$ cat config.mk
export PLATFORM = sky130hd
export DESIGN_NAME = s_segment
export DESIGN_NICKNAME = d
export VERILOG_FILES = /design/src/rtl/s_segment.sv
export SDC_FILE = /design/constraint.sdc
export NUM_CORES = 1
export LEC_CHECK = 0
export ABC_AREA = 1
export CAP_MARGIN = 20
export CORE_AREA = 4 4 41 43
export DETAILED_ROUTE_END_ITERATION = 10
export DIE_AREA = 0 0 45 47
export PLACE_DENSITY_LB_ADDON = 0.25
export RECOVER_POWER = 100
export SYNTH_ARGS = -nofsm -noshare
export SYNTH_HDL_FRONTEND = slang
export SYNTH_SLANG_ARGS = --single-unit
$ cat constraint.sdc
create_clock -name clk -period 1 [get_ports clk]
set_input_delay 0.2 -clock clk [delete_from_list [all_inputs] [get_ports clk]]
set_output_delay 0.2 -clock clk [all_outputs]
set_load 0.02 [all_outputs]
$ cat src/rtl/s_segment.sv
// s_segment: registered hex/BCD to seven-segment decoder for one display digit.
// y[6..0] = segments a..g. By default a 1 lights a segment.
// HEX_EN=1 shows A,b,C,d,E,F for codes 10-15. HEX_EN=0 blanks those codes.
// Optional macro SSEG_ACTIVE_LOW_EN inverts every output bit for common-anode
// displays. This also inverts the reset and blank values.
module s_segment #(
    parameter bit HEX_EN = 1'b1
) (
    input  logic       clk,
    input  logic       rst,
    input  logic [3:0] data,
    input  logic       blank,
    output logic [6:0] y
);

`ifdef SSEG_ACTIVE_LOW_EN
    localparam logic [6:0] OFF_VALUE = 7'h7F;
`else
    localparam logic [6:0] OFF_VALUE = 7'h00;
`endif

    logic [6:0] decoded;
    logic [6:0] nextY;

    // Table lookup in abcdefg order. Unknown codes fall to the blank pattern.
    always_comb begin
        decoded = 7'h00;
        case (data)
            4'h0: decoded = 7'h7E;
            4'h1: decoded = 7'h30;
            4'h2: decoded = 7'h6D;
            4'h3: decoded = 7'h79;
            4'h4: decoded = 7'h33;
            4'h5: decoded = 7'h5B;
            4'h6: decoded = 7'h5F;
            4'h7: decoded = 7'h70;
            4'h8: decoded = 7'h7F;
            4'h9: decoded = 7'h7B;
            4'hA: decoded = HEX_EN ? 7'h77 : 7'h00;
            4'hB: decoded = HEX_EN ? 7'h1F : 7'h00;
            4'hC: decoded = HEX_EN ? 7'h4E : 7'h00;
            4'hD: decoded = HEX_EN ? 7'h3D : 7'h00;
            4'hE: decoded = HEX_EN ? 7'h4F : 7'h00;
            4'hF: decoded = HEX_EN ? 7'h47 : 7'h00;
            default: decoded = 7'h00;
        endcase
    end

    // Blank overrides the decode. The polarity is applied here, ahead of the flop,
    // so that y stays a direct register output.
    always_comb begin
        nextY = blank ? 7'h00 : decoded;
`ifdef SSEG_ACTIVE_LOW_EN
        nextY = ~nextY;
`endif
    end

    // Output register. Reset has priority and turns every segment off.
    always_ff @(posedge clk) begin
        if (rst)
            y <= OFF_VALUE;
        else
            y <= nextY;
    end

endmodule

# After elaboration in Yosys (flattened, before gate mapping)
# Memory sizes are Yosys's and may differ from the RTL's. A register that Yosys moved wholly into a read port is not among the register bits.
# Cells that the tools add are included.
[op_classes]
n_reduce_logical = 1
[op_table]
columns = ["cell", "n"]
rows = [
  ["$reduce_or 2->1", 1],
]
[totals]
ff_bits = 0
romBits = 112
input_bits = 7
output_inout_bits = 7
memories = 1
[memory_table]
columns = ["name", "depth", "word_bits", "read_ports", "rd_ports_with_merged_regs", "write_ports", "line_no", "text"]
rows = [
  ["(name not given)", 16, 7, 1, 1, 0, "28", "case (data)"],
]

# Depth between registers and ports, before layout
# Gate-level depths: netlist of run 1.
[logic_depth]
word_depth = 1
ltp_mapped = 6
mapped_depth_nobuf = 6

# Least setup slack after synthesis of run 1
# OpenSTA, ideal clock, no wires.
[synth_timing]
kind = "input-to-reg"
startpoint = "in data[0]"
endpoint = "reg y[3]"
arrival_ns = 0.813
t_required_ns = 0.884
setup_slack_ns = 0.072
cell_stages = 6
path_buffers = 0
path_cell_list = "inv_1 > ha_1 > nand2_1 > nand2_1 > o21ai_0 > nor2_1"
[synth_lines]
columns = ["item", "line_no", "text"]
rows = [
  ["from (decl)", "11", "input logic [3:0] data,"],
  ["to (decl)", "13", "output logic [6:0] y"],
]

==> results.yml, run 1 <==
timing:
  period_share: 0.942
  setup_viol: 0
  rsz0062_at_grt: "false"
  setup_ws_ps: 57.9
  fin_crit_ps: 942
  slew_viol_final: 0
  fmax_ghz: 1.06
  tightest_slew_ps: 275
  hold_viol_final: 0
  relSlewSlack: 0.817
global_routing:
  grt_pass1_vias: 343
  antenna_found_initial: 0
  grt_max_degree: 8
  grt.overflow.total: 0
  grt_pass1_wl_um: 1340
  track_usage: 0.0957
final_layout:
  final_cells: 91
  regMostFlops: "y"
  fillers: 147
  largest_register_ffs: 7
  fin_area_um2: 599
  fin_nets: 91
  layout-drive-gt1-share: 0.342
  syn_to_final_growth_pct: 44.3
  reg_top3: "y x7"
  layout_commonest_cell: "nand2_1"
  finalCoreUtilization: 0.461
  diodes: 0
  final_cell_mix: "11 x nand2_1, 7 x clkbuf_2, 7 x dfxtp_1"
power:
  p_total_w: 0.000716
  ir_drop_v: 0.000351
  power.density_mw_per_mm2: 1200
  pwr-share-seq: 0.418
  internal_power_w: 0.000518
  p_clk_frac: 0.352
  power.share.switching: 0.277
  leakage_nw: 0.310
  p_sw_w: 0.000198
  pwr-share-comb: 0.231
die:
  initial_core_util: 0.319
  die_x_um: 45
  die_area_mm2: 0.00212
  pin_count: 14
  fp.dieH_um: 47
  num_rows: 13
  core_mm2: 0.00130
placed_design:
  dp_slack_ps: -475
  portBuffers: 13
  placedCellCount: 87
  place_hpwl_um: 721
  place.gp.congestion: 0.788
  placed_area_um2: 602
setup_path:
  cp.required_ps: 1190
  cpPeakStageDelay_ps: 250
  crit_chain: "dlygate4sd2_1 -> buf_4 -> ha_1 -> nand2_2 -> nand3_1 -> a21oi_2"
  crit_slowest_cell: "dlygate4sd2_1"
  path_delay_family: "buffers and inverters"
  end_kind: "register"
  crit_type: "in -> reg"
  path_buf_inv: 2
  crit_arrival_ps: 1130
  cp-start-kind: "primary input"
  critPathMaxFanout: 3
clocking:
  clkSlewWorstSetupHoldPaths_ps: 50
  cts_tree: "built"
  clock_sinks: 7
  cts_root_buf: "clkbuf_4"
  hold_buffers: 0
  cts_buffers: 3
  cts_max_path_buffers: 2
  htreeDepth: 1
outcome:
  status: "completed"
synthesis:
  syn-cell-area_um2: 415
  ys_warn_count: 0
  yosysTopAreaCell: "dfxtp_1"
  ys_seq_area_frac: 0.337
  syn-num-nets: 68
  syn_area_per_cell_um2: 7.69
  ys_ff_latch: 7
  yosysTopAreaCellShare: 0.337
  syn_inst: 54
  synth.distinct_cells: 13
  ys_top_cells_by_area: "dfxtp_1 34%, ha_1 21%, nand2_1 11%"
route:
  ant_nets: 0
  wl_per_cell_um: 9.58
  drt_iter0_drc: 5
  drt-total-wl_um: 872
  drc: 0
  vias: 395
  dr.pass1.iters: 2
  avgViaCountPerCell: 4.34
job:
  drv_cap: 0
min_path:
  hold_path.class: "in -> reg"
## cell type report
cell class                      instances  area [um2]  area share
Clock buffer                            4        26.3      0.0438
Inverter                                6        22.5      0.0376
Multi-Input combinational cell         41         260       0.434
Sequential cell                         7         140       0.234
Tap cell                               15        18.8      0.0313
Timing Repair Buffer                   18         131       0.219
## power by group through the flow
stage | clock network [W] | logic (W) | registers, W
floorplan | 0 | 0.0000677 | 0.000326
global route | 0.000280 | 0.000185 | 0.000300
global placement | 0 | 0.000180 | 0.000304
detailed placement | 0 | 0.000180 | 0.000305
finish | 0.000252 | 0.000165 | 0.000299
CTS | 0.000265 | 0.000165 | 0.000299
## stage by stage
stage	setup TNS [ps]	hold WS, ps
after global routing	0	405
final	0	368
after floorplan	0	343
after CTS	0	506
after detailed placement	-3610	897
after global placement	-3500	881
## final timing paths
path	startpoint	endpoint	depth (start not counted)
setup / recovery	data[0]	y[6]$_SDFF_PP0_	6
hold / removal	data[3]	y[0]$_SDFF_PP0_	3
## layer usage
metal,track usage,vias up,routed length [um]
met1,0.100,164,354
met3,0.0230,2,88
met2,0.150,14,411
met5,0,-,0
met4,0.105,0,17
li1,-,215,-
## worst min-delay path: stages
cell	delay (ps)
dlymetal6s2s_1	190
nor2_1	90
a21oi_1	100
## cell usage after synthesis (all sizes together)
cell   count
nand3      3
a21oi      5
inv        6
dfxtp      7
o21ai      4
nor2       8
nor3b      1
ha         7
nand2     13
## logic make-up after synthesis
kind of cell,after synthesis,synth area share
fa+ha+maj,7,0.211
buf+inv,6,0.0542
compound gates,9,0.117
simple gates,25,0.280
flops,7,0.337
## what timing repair did
item / in CTS / in global routing
gates resized for setup: 37 / 4
endpoints found under the setup margin: 14 / 7
setup buffers: 0 / 0
gates cloned: 0 / 0
pin swaps: 0 / 0
No activity file was read; power rests on OpenSTA's default activity.
==> run 2, diff against run 1 <==
- PLACE_DENSITY_LB_ADDON: 0.25 -> default
==> run 2 against run 1 <==
  * Wire length shrank 4.4%
  * Via count is 3.8% higher
  * Largest power group unchanged
  * Power fell by 1.7%
  * Clock power decreased by 2%
  * Final cell count unchanged
  * Die area is the same
  * First-iteration DRC count rose by 20%
  * Critical path depth is the same
  * Sequential share of layout area rose by 0.45 points
  * Flip-flop and latch count is the same
  * Design area shrank 1.9%
==> results.yml, run 2 (synthesized netlist as in run 1, its figures left out) <==
outcome:
  status: "completed"
final_layout:
  reg_top3: "y x7"
  layout_commonest_cell: "nand2_1"
  final_cell_mix: "12 x nand2_1, 7 x clkbuf_2, 7 x dfxtp_1"
  diodes: 0
  layout-drive-gt1-share: 0.316
  regMostFlops: "y"
  fin_nets: 91
  syn_to_final_growth_pct: 41.6
  fin_area_um2: 588
  largest_register_ffs: 7
  fillers: 140
setup_path:
  crit_chain: "dlygate4sd2_1 -> buf_4 -> ha_1 -> nand2_1 -> o21ai_0 -> a21oi_1"
  path_delay_family: "buffers and inverters"
  crit_slowest_cell: "dlygate4sd2_1"
  cp.required_ps: 1170
  crit_arrival_ps: 1120
  startpoint: "data[0]"
  cpPeakStageDelay_ps: 250
  critPathMaxFanout: 3
  path_buf_inv: 2
  end_kind: "register"
  crit_type: "in -> reg"
  cp-start-kind: "primary input"
power:
  leakage_nw: 0.301
  power.density_mw_per_mm2: 1200
  p_total_w: 0.000704
  ir_drop_v: 0.000345
clocking:
  cts_tree: "built"
  clock_sinks: 7
  htreeDepth: 1
  clkSlewWorstSetupHoldPaths_ps: 50
  cts_setup_buffers: 0
  cts_root_buf: "clkbuf_4"
  cts_max_path_buffers: 2
  cts_buffers: 3
die:
  fp.dieH_um: 47
  initial_core_util: 0.319
  pin_count: 14
  num_rows: 13
  die_area_mm2: 0.00212
  core_mm2: 0.00130
  die_x_um: 45
min_path:
  hold_path.class: "in -> reg"
  min_to: "y[4]$_SDFF_PP0_"
  whs_path_depth: 3
  hp-start: "data[3]"
placed_design:
  place_hpwl_um: 701
  place.gp.congestion: 0.851
  placed_area_um2: 602
  portBuffers: 13
route:
  dr.pass1.iters: 4
  drt_iter0_drc: 6
  avgViaCountPerCell: 4.51
  drc: 0
  drt-total-wl_um: 834
  ant_nets: 0
  wl_per_cell_um: 9.16
  vias: 410
job:
  drv_cap: 0
global_routing:
  track_usage: 0.0870
  grt.overflow.total: 0
  grt_max_degree: 8
  grt_pass1_wl_um: 1320
  antenna_found_initial: 0
  grt_pass1_vias: 359
timing:
  slew_viol_final: 0
  fin_crit_ps: 952
  fmax_ghz: 1.05
  rsz0062_at_grt: "true"
  tightest_slew_ps: 259
  setup_viol: 0
  hold_viol_final: 0
  period_share: 0.952
  relSlewSlack: 0.827
==> run 2: repair_timing <==
action / CTS / global route
gates resized for setup: 35 / 3
pin swaps: 0 / 2
endpoints found under the setup margin: 14 / 7
hold buffers: 0 / 0
==> run 2: layout make-up <==
class | instances | area (um2) | share of cell area
inverters | 6 | 22.5 | 0.0383
well taps | 15 | 18.8 | 0.0319
flip-flops and latches | 7 | 140 | 0.238
repair buffers | 18 | 128 | 0.217
multi-input cells | 41 | 253 | 0.430
clock buffers | 4 | 26.3 | 0.0447
==> run 2: per-layer routing <==
metal,track usage,part of all wire,vias to the layer above
met4,0.0702,0,0
met5,0,0,-
li1,-,-,216
met1,0.0868,0.39,181
met2,0.161,0.54,13
met3,0.0115,0.073,0
==> run 2: per-stage QoR <==
stage / worst slack (ps) / TNS (ps) / instances / hold slack, ps / utilization
2_1_floorplan: 71.5 / 0 / 54 / 343 / -
3_3_place_gp: -469 / -3410 / 87 / 881 / 0.463
3_5_place_dp: -492 / -3480 / 87 / 893 / 0.463
4_1_cts: 0.0367 / 0 / 91 / 441 / 0.459
5_1_grt: -9.03 / -14.3 / 91 / 485 / 0.452
6_report: 48.0 / 0 / 91 / 463 / 0.452
==> run 2: how the worst max path moves through the flow <==
stage / endpoint / slack (ps) / cells after the start
2_1_floorplan: y[3]$_SDFF_PP0_ / 70 / 6
3_3_place_gp: y[3]$_SDFF_PP0_ / -470 / 7
3_5_place_dp: y[3]$_SDFF_PP0_ / -490 / 7
4_1_cts: y[1] / 0.04 / 1
5_1_grt: y[3]$_SDFF_PP0_ / -9 / 7
6_report: y[1]$_SDFF_PP0_ / 50 / 6
==> run 2: report_power, final <==
| group | switching [W] | internal [W] |
|---|---|---|
| Sequential | 0.00000327 | 0.000295 |
| Clock | 0.0000943 | 0.000152 |
| Combinational | 0.0000925 | 0.0000669 |
